<file path="src/rtl/uart_pkg.sv">
// Shared UART definitions: receiver/transmitter FSM states and frame geometry.
package uart_pkg;

    localparam int unsigned DATA_BITS = 8;

    typedef enum logic [2:0] {
        StIdle,
        StStart,
        StData,
        StStop,
        StWaitIdle
    } uart_state_e;

endpackage

</file>
<file path="src/rtl/sync_2ff.sv">
// Two-flop synchronizer for a single asynchronous bit; both flops reset to INIT.
module sync_2ff #(
    parameter logic INIT = 1'b1
) (
    input  logic clk,
    input  logic rst,
    input  logic d_i,
    output logic q_o
);

    logic meta_q;
    logic sync_q;

    always_ff @(posedge clk) begin
        if (rst) begin
            meta_q <= INIT;
            sync_q <= INIT;
        end else begin
            meta_q <= d_i;
            sync_q <= meta_q;
        end
    end

    assign q_o = sync_q;

endmodule

</file>
<file path="src/rtl/uart_rx.sv">
// 8N1 UART receiver: synchronized line, mid-bit sampling, framing-error detection.
module uart_rx
    import uart_pkg::*;
#(
    parameter int unsigned CLKS_PER_BIT = 87
) (
    input  logic                 clk,
    input  logic                 rst,
    input  logic                 Rx,
    output logic [DATA_BITS-1:0] rx_data,
    output logic                 rx_valid,
    output logic                 frame_err,
    output logic                 rx_busy
);

    localparam int unsigned CNT_W = $clog2(CLKS_PER_BIT);
    localparam logic [CNT_W-1:0] CNT_LAST = CNT_W'(CLKS_PER_BIT - 1);
    localparam logic [CNT_W-1:0] CNT_HALF = CNT_W'((CLKS_PER_BIT - 1) / 2);
    localparam logic [2:0]       IDX_LAST = 3'(DATA_BITS - 1);

    uart_state_e          state_q, state_d;
    logic [CNT_W-1:0]     cnt_q, cnt_d;
    logic [2:0]           idx_q, idx_d;
    logic [DATA_BITS-1:0] sreg_q, sreg_d;
    logic [DATA_BITS-1:0] rx_data_q;
    logic                 rx_valid_q;
    logic                 frame_err_q;
    logic                 data_load;
    logic                 err_set;
    logic                 rxs;
    logic                 cnt_last;

    sync_2ff #(
        .INIT (1'b1)
    ) u_sync (
        .clk (clk),
        .rst (rst),
        .d_i (Rx),
        .q_o (rxs)
    );

    assign cnt_last = (cnt_q == CNT_LAST);

    always_ff @(posedge clk) begin
        if (rst) begin
            state_q <= StIdle;
        end else begin
            state_q <= state_d;
        end
    end

    always_comb begin
        state_d = state_q;
        unique case (state_q)
            StIdle: begin
                if (!rxs) state_d = StStart;
            end
            StStart: begin
                // A start bit that is high again at mid-bit was a glitch.
                if (cnt_q == CNT_HALF) state_d = rxs ? StIdle : StData;
            end
            StData: begin
                if (cnt_last && idx_q == IDX_LAST) state_d = StStop;
            end
            StStop: begin
                if (cnt_last) state_d = rxs ? StIdle : StWaitIdle;
            end
            StWaitIdle: begin
                if (rxs) state_d = StIdle;
            end
            default: state_d = StIdle;
        endcase
    end

    always_comb begin
        cnt_d     = cnt_q;
        idx_d     = idx_q;
        sreg_d    = sreg_q;
        data_load = 1'b0;
        err_set   = 1'b0;
        unique case (state_q)
            StIdle: begin
                cnt_d = '0;
            end
            StStart: begin
                if (cnt_q == CNT_HALF) begin
                    cnt_d = '0;
                    idx_d = '0;
                end else begin
                    cnt_d = cnt_q + CNT_W'(1);
                end
            end
            StData: begin
                if (cnt_last) begin
                    cnt_d         = '0;
                    sreg_d[idx_q] = rxs;
                    idx_d         = idx_q + 3'd1;
                end else begin
                    cnt_d = cnt_q + CNT_W'(1);
                end
            end
            StStop: begin
                if (cnt_last) begin
                    cnt_d     = '0;
                    data_load = rxs;
                    err_set   = ~rxs;
                end else begin
                    cnt_d = cnt_q + CNT_W'(1);
                end
            end
            StWaitIdle: begin
                cnt_d = '0;
            end
            default: cnt_d = '0;
        endcase
    end

    always_ff @(posedge clk) begin
        if (rst) begin
            cnt_q       <= '0;
            idx_q       <= '0;
            sreg_q      <= '0;
            rx_data_q   <= '0;
            rx_valid_q  <= 1'b0;
            frame_err_q <= 1'b0;
        end else begin
            cnt_q       <= cnt_d;
            idx_q       <= idx_d;
            sreg_q      <= sreg_d;
            rx_valid_q  <= data_load;
            frame_err_q <= err_set;
            if (data_load) rx_data_q <= sreg_q;
        end
    end

    assign rx_data   = rx_data_q;
    assign rx_valid  = rx_valid_q;
    assign frame_err = frame_err_q;
    assign rx_busy   = (state_q != StIdle);

endmodule

</file>
<file path="config.mk">
export PLATFORM = sky130hd
export DESIGN_NAME = uart_rx
export DESIGN_NICKNAME = d
export VERILOG_FILES = /design/src/rtl/uart_pkg.sv /design/src/rtl/sync_2ff.sv /design/src/rtl/uart_rx.sv
export SDC_FILE = /design/constraint.sdc
export NUM_CORES = 1
export LEC_CHECK = 0
export CORE_ASPECT_RATIO = 2
export CORE_UTILIZATION = 56
export DETAILED_ROUTE_END_ITERATION = 10
export MAX_ROUTING_LAYER = met4
export PLACE_DENSITY = 0.89
export SLEW_MARGIN = 5
export SYNTH_ARGS = -nofsm -noshare
export SYNTH_HDL_FRONTEND = slang
export SYNTH_SLANG_ARGS = --single-unit
</file>
<file path="constraint.sdc">
create_clock -name clk -period 2.1 [get_ports clk]
set_clock_uncertainty 0.05 [all_clocks]
set_input_delay 0.315 -clock clk [delete_from_list [all_inputs] [get_ports clk]]
set_output_delay 0.315 -clock clk [all_outputs]
set_load 0.05 [all_outputs]
</file>
==> reports/metrics.yaml <==
routing:
  routed_wl_mm: 2.886
  drtIter0Drc: 17
  ant_nets: 0
  route.detailed.drc: 0
  wl_per_cell_um: 14.50
  vias: 1119
  drtPass1Iterations: 4
  viasPerCell: 5.623
global_route:
  grt_max_degree: 22
  grt_pass1_wl_mm: 4.754
  grt_overflow: 0
  grt_pass1_vias: 1172
  grt_usage_pct: 23.13
  antenna_found_initial: 0
min_path:
  hp-class: "reg -> reg"
  min_from: "u_sync.meta_q"
  holdPathEnd: "u_sync.q_o"
  whs_path_depth: 1
worst_setup_path:
  r2r_start: "cnt_q[0]"
  worstSetupEndpointType: "flop"
  critical_path_class: "reg -> reg"
  ff2ff_path_depth: 6
  crit_slowest_cell: "nor4_1"
  critical_path.max_stage_delay_ps: 430
  cp-start-kind: "flop"
  r2r_slack_ps: 240
  crit_arrival_ps: 1980
  crit_chain: "inv_1 > ha_1 > nand4bb_4 > nor4_1 > mux2_1 > nor2b_1"
  worstPathMaxFanout: 9
  timing.rr.end: "sreg_q[4]"
  crit_required_ps: 2220
cells_and_area:
  final_common_cell: "dfxtp_1"
  postLayoutCoreUtil_pct: 68.79
  mostFrequentLayoutCells: "33 x dfxtp_1, 26 x nor2_1, 18 x mux2i_1, 12 x clkdlybuf4s50_1, 8 x nand2b_1"
  drive_gt1_share_pct: 15.20
  nets: 178
  antenna_cells: 0
  areaGrowthSynthToFinish_pct: 14.88
clock_network:
  cts_setup_buffers: 0
  clockRootBuffer: "clkbuf_8"
  clockBufferDepth: 2
  h-tree-depth: 2
  clk_latency_ps: 280
  hold_buffers: 0
  cts_sinks: 33
  cts_tree: "done"
  clkTransAtPathRegs_ps: 60
  cts_buffers: 5
place:
  place.gp.congestion: 0.9001
  port_buffers: 13
  dp_hpwl_mm: 2.182
synthesis:
  netlist_area_mm2: 0.001539
  synth-seq-cells: 33
  ys_types: 37
  avgSynthCellArea_um2: 9.865
  syn_nets: 163
  ys_warn_count: 0
  netlist_instances: 156
  ys_seq_area_share_pct: 42.93
timing:
  report.final.slew_viol_count: 0
  fin_crit_sh_pct: 88.62
  max_freq_ghz: 0.5373
  worst_slew_pin_slew_ps: 515.7
  max-slew-margin-rel_pct: 65.39
  finalSetupViolCount: 0
  layout_min_cycle_time_ps: 1861
  tns_ps: 0
  rsz0062_at_grt: "false"
  finalHoldViolCount: 0
power:
  ir_drop_uv: 580.6
  p_per_area_mw_per_mm2: 636.4
  p_leak_uw: 0.0006337
floorplanning:
  fp.dieH_um: 76.14
  die_w_um: 39.07
  core-area_mm2: 0.002570
  start_util_pct: 59.88
  dieArea_mm2: 0.002975
  num_io_pins: 14
  rows: 26
outcome:
  status: "complete, no violations"
job:
  maxCapViolations: 0
==> worst max path at each step <==
stage | from | endpoint | slack (ps)
finish | cnt_q[0] | sreg_q[4] | 240
global route | cnt_q[0] | sreg_q[4] | 140
CTS | cnt_q[0] | sreg_q[4] | 260
detailed placement | cnt_q[0] | sreg_q[4] | 270
global placement | cnt_q[0] | sreg_q[4] | 300
floorplan | cnt_q[0] | sreg_q[4] | 400
==> layer usage <==
metal,up-vias,GRT usage (%),wire length (um)
met5,-,-,0
met4,0,13.45,81
met2,22,41.17,1701
li1,562,-,-
met3,7,5.831,89
met1,528,19.17,1014
==> synthesized netlist by cell type <==
cell type	number	area (um2)
dfxtp_1	33	660.6
nor2_1	26	97.59
mux2i_1	18	180.2
nand2b_1	8	50.05
nand2_1	6	22.52
nor4_2	6	75.07
clkbuf_1	5	18.77
or2_2	5	31.28
ha_1	4	50.05
nand3_1	4	20.02
nor3_1	3	15.01
nor4_1	3	18.77
o21ai_0	3	15.01
xnor2_1	3	26.28
xor2_1	3	26.28
a21oi_1	2	10.01
buf_2	2	10.01
buf_6	2	22.52
inv_1	2	7.510
a21oi_2	1	8.760
a31oi_1	1	6.260
and2_1	1	6.260
and3_1	1	6.260
and4b_1	1	10.01
buf_4	1	7.510
mux2_1	1	11.26
nand3b_1	1	7.510
nand4b_1	1	8.760
nand4b_4	1	23.77
nand4bb_4	1	27.53
nor2b_1	1	6.260
nor3_4	1	16.27
nor4b_1	1	8.760
o211ai_1	1	7.510
o21a_1	1	7.510
o21ai_1	1	5.000
or3_1	1	6.260
==> cells by family (layout without fill, tap and decap cells) <==
family / Yosys count / count (layout) / share of synthesized area [%]
muxes: 19 / 19 / 12.44
AOI/OAI and AO/OA: 10 / 10 / 3.903
buffers and inverters: 12 / 27 / 4.309
xor gates and xnor gates: 6 / 6 / 3.415
and+or+nand+nor: 72 / 72 / 29.76
DFF: 33 / 33 / 42.93
adders and majority gates: 4 / 4 / 3.252
==> worst max-delay path, delay by kind of cell, from the launching register on <==
family | cells | cell delay, ps
flops | 1 | 340
buf+inv | 1 | 70
mux | 1 | 350
fa+ha+maj | 1 | 190
simple gates | 3 | 750
==> power breakdown <==
group / switching [uW] / internal, uW
Combinational: 15.5 / 11.7
Sequential: 5.84 / 630
Clock: 203 / 259
Total: 225 / 901
==> state kept, by name, summed over array words and instances, names as in the netlist, 3 cells and up <==
| register | flops |
|---|---|
| state_q | 3 |
| rx_data | 8 |
| idx_q | 3 |
| sreg_q | 8 |
| cnt_q | 7 |
==> stage by stage <==
stage	cell area [um2]	hold slack, ps	worst slack [ps]	instances	total power [uW]
global placement	1683	347.5	296.9	192	675.9
CTS	1768	364.1	257.9	199	1139
detailed placement	1683	353.2	265.3	192	677.0
global route	1768	382.9	136.2	199	1162
floorplan	1539	339.5	402.6	156	667.6
finish	1768	357.2	239.0	199	1125
==> final cells by class <==
class / count / area (um2)
timing repair buffer: 18 / 166.4
clock buffer: 7 / 86.33
inverter: 2 / 7.507
sequential: 33 / 660.6
multi-input combinational: 111 / 812.0
fill: 219 / 802.0
tap: 28 / 35.03
==> repair_timing <==
action	CTS	global route
hold endpoints to repair	0	0
resized for setup	1	0
endpoints found under the setup margin	1	0
No activity file was read; power rests on OpenSTA's default activity.
